[config.mk]
export PLATFORM = sky130hd
export DESIGN_NAME = stall_flush_ctrl
export DESIGN_NICKNAME = d
export VERILOG_FILES = /design/src/rtl/stall_flush_ctrl.sv
export SDC_FILE = /design/constraint.sdc
export NUM_CORES = 1
export LEC_CHECK = 0
export CAP_MARGIN = 20
export CELL_PAD_IN_SITES_DETAIL_PLACEMENT = 0
export CELL_PAD_IN_SITES_GLOBAL_PLACEMENT = 1
export CORE_MARGIN = 2
export CORE_UTILIZATION = 33
export DETAILED_ROUTE_END_ITERATION = 8
export PLACE_DENSITY = 0.84
export SLEW_MARGIN = 20
export SYNTH_ARGS = -nofsm -noshare
export SYNTH_HDL_FRONTEND = slang
export SYNTH_SLANG_ARGS = --single-unit
[constraint.sdc]
create_clock -name clk -period 2.27 [get_ports clk]
set_input_delay 0.3405 -clock clk [delete_from_list [all_inputs] [get_ports clk]]
set_output_delay 0.3405 -clock clk [all_outputs]
set_load 0.1 [all_outputs]
[src/rtl/stall_flush_ctrl.sv]
// stall_flush_ctrl: prioritised stall resolution, multi-cycle upstream flush, stall watchdog and counter
module stall_flush_ctrl #(
  parameter int STAGES = 7,
  parameter int NREQ = 4,
  parameter logic [NREQ*STAGES-1:0] REQ_MASKS = {7'b0000100, 7'b0001000, 7'b0001100, 7'b0111111},
  parameter logic [STAGES-1:0] RDY_MASK = 7'b1111100,
  parameter int FLUSH_LEN = 2,
  parameter int WDOG_MAX = 1023,
  parameter int CNT_W = 32
) (
  input  logic                       clk,
  input  logic                       rst,
  input  logic                       rdy,
  input  logic [NREQ-1:0]            stall_req_i,
  input  logic                       flush_req_i,
  input  logic [$clog2(STAGES)-1:0]  flush_stage_i,
  input  logic                       clr_cnt_i,
  output logic [STAGES-1:0]          stall_sign,
  output logic [$clog2(NREQ+1)-1:0]  stall_src_o,
  output logic [STAGES-1:0]          flush_sign,
  output logic                       wdog_timeout_o,
  output logic [CNT_W-1:0]           stall_cycles_o
);
  localparam int SW = $clog2(NREQ+1);
  localparam int RW = $clog2(WDOG_MAX+1);
  localparam int FW = FLUSH_LEN > 1 ? $clog2(FLUSH_LEN) : 1;
  localparam logic IDLE = 1'b0, FLUSH = 1'b1;
  logic state;
  logic [FW-1:0] fcnt;
  logic [STAGES-1:0] fmask;
  logic [RW-1:0] run, run_nxt;
  logic stalled;
  always_comb begin
    stall_sign = '0;
    stall_src_o = SW'(NREQ);
    if (rst && !rdy) stall_sign = RDY_MASK;
    else if (rst)
      for (int i = NREQ-1; i >= 0; i--)
        if (stall_req_i[i]) begin
          stall_sign = REQ_MASKS[i*STAGES +: STAGES];
          stall_src_o = SW'(i);
        end
  end
  // every stage strictly below k is flushed; out-of-range k naturally yields all-ones
  always_comb begin
    fmask = '0;
    for (int j = 0; j < STAGES; j++) fmask[j] = j < int'(flush_stage_i);
  end
  assign stalled = rdy && |stall_sign;
  assign run_nxt = clr_cnt_i ? '0 :
                   stalled ? (run == RW'(WDOG_MAX) ? run : run + RW'(1)) :
                   ~|stall_sign ? '0 : run;
  always_ff @(posedge clk) begin
    if (!rst) begin
      state <= IDLE;
      fcnt <= '0;
      flush_sign <= '0;
      run <= '0;
      wdog_timeout_o <= 1'b0;
      stall_cycles_o <= '0;
    end else begin
      if (flush_req_i) begin
        state <= FLUSH;
        flush_sign <= flush_sign | fmask;
        fcnt <= FW'(FLUSH_LEN-1);
      end else if (state == FLUSH && rdy) begin
        if (fcnt == '0) begin
          state <= IDLE;
          flush_sign <= '0;
        end else fcnt <= fcnt - FW'(1);
      end
      run <= run_nxt;
      wdog_timeout_o <= !clr_cnt_i && (wdog_timeout_o || run_nxt == RW'(WDOG_MAX));
      stall_cycles_o <= clr_cnt_i ? '0 : (stalled && ~&stall_cycles_o) ? stall_cycles_o + CNT_W'(1) : stall_cycles_o;
    end
  end
endmodule

### Yosys cells after proc, flatten, opt, wreduce, memory -nomap -nowiden

Cells that the tools add are included.

* bits of input ports: 12
* register bits after elaboration: 52

* muxes and demuxes: 25
* reduce and logical (&&, ||, !) cells: 14
* $lt $le $gt $ge: 7
* add/sub/neg operators: 3
* bitwise logic cells: 2
* equal/unequal tests: 3

Operators with widths (count)
* 7-bit two-way mux: 8
* 10-bit two-way mux: 4
* 32-bit by 1-bit adder with 32-bit output, second input constant: 1
* 32-bit AND reduction: 1
* 3-bit two-way mux: 7
* 10-bit equality test, second input constant: 2
* 10-bit by 1-bit adder with 10-bit output, second input constant: 1
* 3-bit < comparator, first input constant: 3
* 7-bit OR: 1
* 7-bit OR reduction: 1
* 1-bit by 3-bit < comparator with 1-bit output, first input constant: 2
* 2-bit by 3-bit < comparator with 1-bit output, first input constant: 2
* 1-bit two-way mux: 6
* 1-bit logical AND: 5
* 1-bit logical NOT: 3
* 2-bit inequality test, second input constant: 1
* 2-bit AND reduction: 1
* 2-bit nonzero test: 1
* 2-bit OR reduction: 1
* 1-bit logical OR: 1
* 1-bit NOT: 1
* 1-bit subtractor, second input constant: 1

### Depth between registers and ports, before layout

* depth in word-level cells: 13
* depth in mapped cells: 9
* mapped depth without buffers: 7

### Worst setup path before layout

No wires, ideal clock.

* path type: input to output
* start: input rdy
* end: output stall_src_o[1]
* arrival: 3.808 ns
* slack: -1.879 ns
* path buffers: 2
* stages on the path: 4
* cells stage by stage: clkbuf_1 > clkbuf_1 > nand2_1 > nor4_1

* cells in the longest elaborated chain, start to end: 3

RTL lines
* from (decl): RTL line 13 `input logic rdy,`
* 1-bit logical NOT: RTL line 36 `if (rst && !rdy) stall_sign = RDY_MASK;`
* 1-bit logical AND: RTL line 36
* 3-bit two-way mux: RTL line 36
* to (decl): RTL line 19 `output logic [$clog2(NREQ+1)-1:0] stall_src_o,`

No other way between the ends.

### Worst setup path after layout

* start: register stall_cycles_o[5]
* end: register stall_cycles_o[22]

* cells in the longest elaborated chain, start to end: 3
* elaborated cells on any way between the ends: 4
* those cells by class: 1 x add/sub; 3 x reduce/logical

RTL lines
* from (decl): RTL line 22 `output logic [CNT_W-1:0] stall_cycles_o`
* from (signal assigned): RTL line 74 `stall_cycles_o <= clr_cnt_i ? '0 : (stalled && ~&stall_cycles_o) ? stall_cycles_o + CNT_W'(1) : stall_cycles_o ...`
* branches (longest 3 deep; another with 32-bit by 1-bit adder with 32-bit output)

Several ways; the timed one is not identified.
A chain may end at the register's enable or synchronous reset.

==> flow_metrics.py <==
metrics = {
    "status": {
        "status": "completed",
    },
    "placed_design": {
        "place_area_sq_mm": 0.003919,
        "pre_cts_ws_ns": -0.4374,
        "port_buffers": 61,
        "dp_hpwl_microns": 5580,
        "gp_congestion": 0.8319,
    },
    "worst_setup_path": {
        "end_kind": "flip-flop",
        "r2r-start": "stall_cycles_o[5]",
        "endpoint": "stall_cycles_o[22]",
        "r2r_slack_ns": 0.11,
        "startpoint": "stall_cycles_o[5]",
        "crit_fanout": 8,
        "startpoint_type": "flip-flop",
        "reg2reg_depth": 6,
        "crit_type": "flip-flop to flip-flop",
        "crit_arrival_ns": 2.36,
        "required_ns": 2.47,
        "rr_endpoint": "stall_cycles_o[22]",
    },
    "grt": {
        "overflow": 0,
        "antenna_found_initial": 0,
        "first_global_vias": 2659,
        "grt_pass1_wl_microns": 12500,
        "grt_usage_pct": 17.32,
        "grt_max_degree": 19,
    },
    "clock_network": {
        "root_buffer": "clkbuf_8",
        "insertion_delay_ns": 0.31,
        "cts_hold_buffers": 0,
        "htreeDepth": 2,
        "clkTransAtPathRegs_ns": 0.10,
        "cts_tree": "done",
        "cts.sinks": 52,
        "cts.path.max_buffers": 2,
        "cts_buffers": 5,
    },
    "yosys": {
        "syn_nets": 338,
        "netlist_instances": 324,
        "async_flop_share_pct": 0,
        "synth_seq_cells": 52,
        "synthTopCellsByArea": "dfxtp_1 38%, xnor2_1 7.4%, nor2_1 6.8%",
        "synth-seq-area-share_pct": 38.29,
        "synthFlopType": "dfxtp_1",
        "synth_top_cell_by_area": "dfxtp_1",
        "ys_types": 61,
        "synth.top_cell.area_share_pct": 38.29,
        "synth-edff-count": 0,
        "syn_area_sq_mm": 0.002719,
        "avgSynthCellArea_sq_um": 8.392,
        "yosysWarnings": 0,
    },
    "drt": {
        "drt-total-wl_microns": 7374,
        "vias": 2723,
        "vias_per_cell": 5.138,
        "drtIter0Drc": 65,
        "routedWlPerCell_microns": 13.91,
        "ant_nets": 0,
        "drc_errors": 0,
        "dr.pass1.iters": 4,
    },
    "final_layout": {
        "n_antenna_cell": 0,
        "nNetsFinal": 438,
        "fin_util_pct": 51.10,
        "layout_commonest_cell": "buf_4",
        "layout_common_cells": "86 x buf_4, 47 x nor2_1, 26 x nand2_1",
        "stdcell_area_sq_mm": 0.004135,
        "syn_to_final_growth_pct": 52.09,
        "drive_above_1_share_pct": 40.47,
    },
    "timing": {
        "relSlewSlack_pct": 70.54,
        "final.period_utilization_pct": 95.10,
        "fin_ws_ns": 0.1112,
        "hold_ws_ns": 0.4508,
        "final.min_clock_period_ns": 2.159,
        "finalSetupTns_ns": 0,
        "max_freq_ghz": 0.4632,
        "rsz0062_at_grt": "no",
        "worst_slew_pin_slew_ns": 0.4419,
        "final-setup-viol-count": 0,
        "slew_violations": 0,
        "hold_viol": 0,
        "final.setup_skew_ns": 0.006462,
    },
    "floorplanning": {
        "ios": 62,
        "die_w_microns": 94.77,
        "num_rows": 33,
        "die_h_microns": 94.77,
        "start_util_pct": 33.60,
        "die_area_sq_mm": 0.008981,
        "core-area_sq_mm": 0.008093,
    },
    "hold_path": {
        "min_path_type": "flip-flop to flip-flop",
    },
    "flow_run": {
        "drv_cap": 0,
    },
    "power_and_ir_drop": {
        "p_per_area_mw_per_mm2": 465.2,
        "p_leak_nw": 1.544,
        "ir_drop_mv": 0.3227,
    },
}
repair_timing:
| action | in CTS | in global routing |
|---|---|---|
| pin swaps | 6 | 4 |
| buffers inserted | 1 | 3 |
| setup endpoints to repair | 3 | 17 |
| gates cloned | 0 | 0 |
| endpoints found under the hold margin | 0 | 0 |
| resized for setup | 9 | 13 |
power by group:
part | switching (mW) | internal (mW)
Sequential | 0.0117 | 0.904
Combinational | 0.237 | 0.133
Clock | 0.321 | 0.317
metal layers:
layer,global-route usage (%),share of wire [%]
met5,0,0
met4,4.106,1.2
met3,4.230,6.1
met2,30.91,48
met1,20.88,45
cells in the mapped netlist (2+ instances only):
cell and n:
dfxtp_1 52, nor2_1 49, nand2_1 26, xnor2_1 23, nand3_1 13, clkbuf_1 12
nor3_1 12, a21oi_1 11, nor4_1 11, inv_1 8, a211oi_1 6, nand4_1 6
nor2b_1 6, and3_1 5, and4_1 5, xor2_1 5, a21boi_0 4, o31ai_1 4
and2_1 3, buf_2 3, nor4_2 3, o21ai_0 3, o21ai_1 3, or3_1 3
a31o_1 2, a31oi_1 2, a41oi_1 2, buf_4 2, ha_1 2, nand2b_1 2
nor3_2 2, nor3b_1 2, o21a_1 2, o311ai_1 2, or4_1 2
critical path: stages, from the launching register on:
cell,delay [ns]
dfxtp_4,0.38
nand4_1,0.12
or4_4,0.55
or4_4,0.56
nor3b_2,0.23
xnor2_1,0.14
nor2_1,0.06
state kept, by name, indices dropped and copies added (netlist names):
name,flops
run,10
flush_sign,7
stall_cycles_o,32
state,1
wdog_timeout_o,1
fcnt,1
worst min path at each step:
stage             startpoint             to  slack, ns  cells after the start
3_3_place_gp   flush_sign[1]  flush_sign[1]       0.44                      2
5_1_grt        flush_sign[1]  flush_sign[1]       0.48                      2
3_5_place_dp   flush_sign[1]  flush_sign[1]       0.44                      2
6_report       flush_sign[1]  flush_sign[1]       0.45                      2
2_1_floorplan      clr_cnt_i         run[0]       0.41                      1
4_1_cts        flush_sign[1]  flush_sign[1]       0.46                      2
logic make-up (layout without fill, tap and decap cells):
kind of cell / count (synthesis) / after routing / share of synthesized area (%)
xor+xnor: 28 / 28 / 9.020
buf+inv: 26 / 127 / 4.049
compound gates: 54 / 54 / 15.28
simple gates: 161 / 161 / 32.03
flops: 52 / 52 / 38.29
fa+ha+maj: 2 / 2 / 0.9202
mux: 1 / 1 / 0.4141
metrics by stage:
step / power [mW] / std cells
after global routing: 2.013 / 530
final: 1.924 / 530
after floorplan: 1.158 / 324
after CTS: 1.939 / 527
after global placement: 1.294 / 518
after detailed placement: 1.297 / 518
final cells by class:
| cell class | instances | area [sq um] |
|---|---|---|
| well taps | 105 | 131.4 |
| repair buffers | 110 | 989.7 |
| flip-flops and latches | 52 | 1134 |
| clock inverters | 1 | 8.758 |
| inverters | 9 | 35.03 |
| fillers | 763 | 3958 |
| clock buffers | 7 | 107.6 |
| multi-input cells | 246 | 1729 |
(Power assumes the default switching activity.)
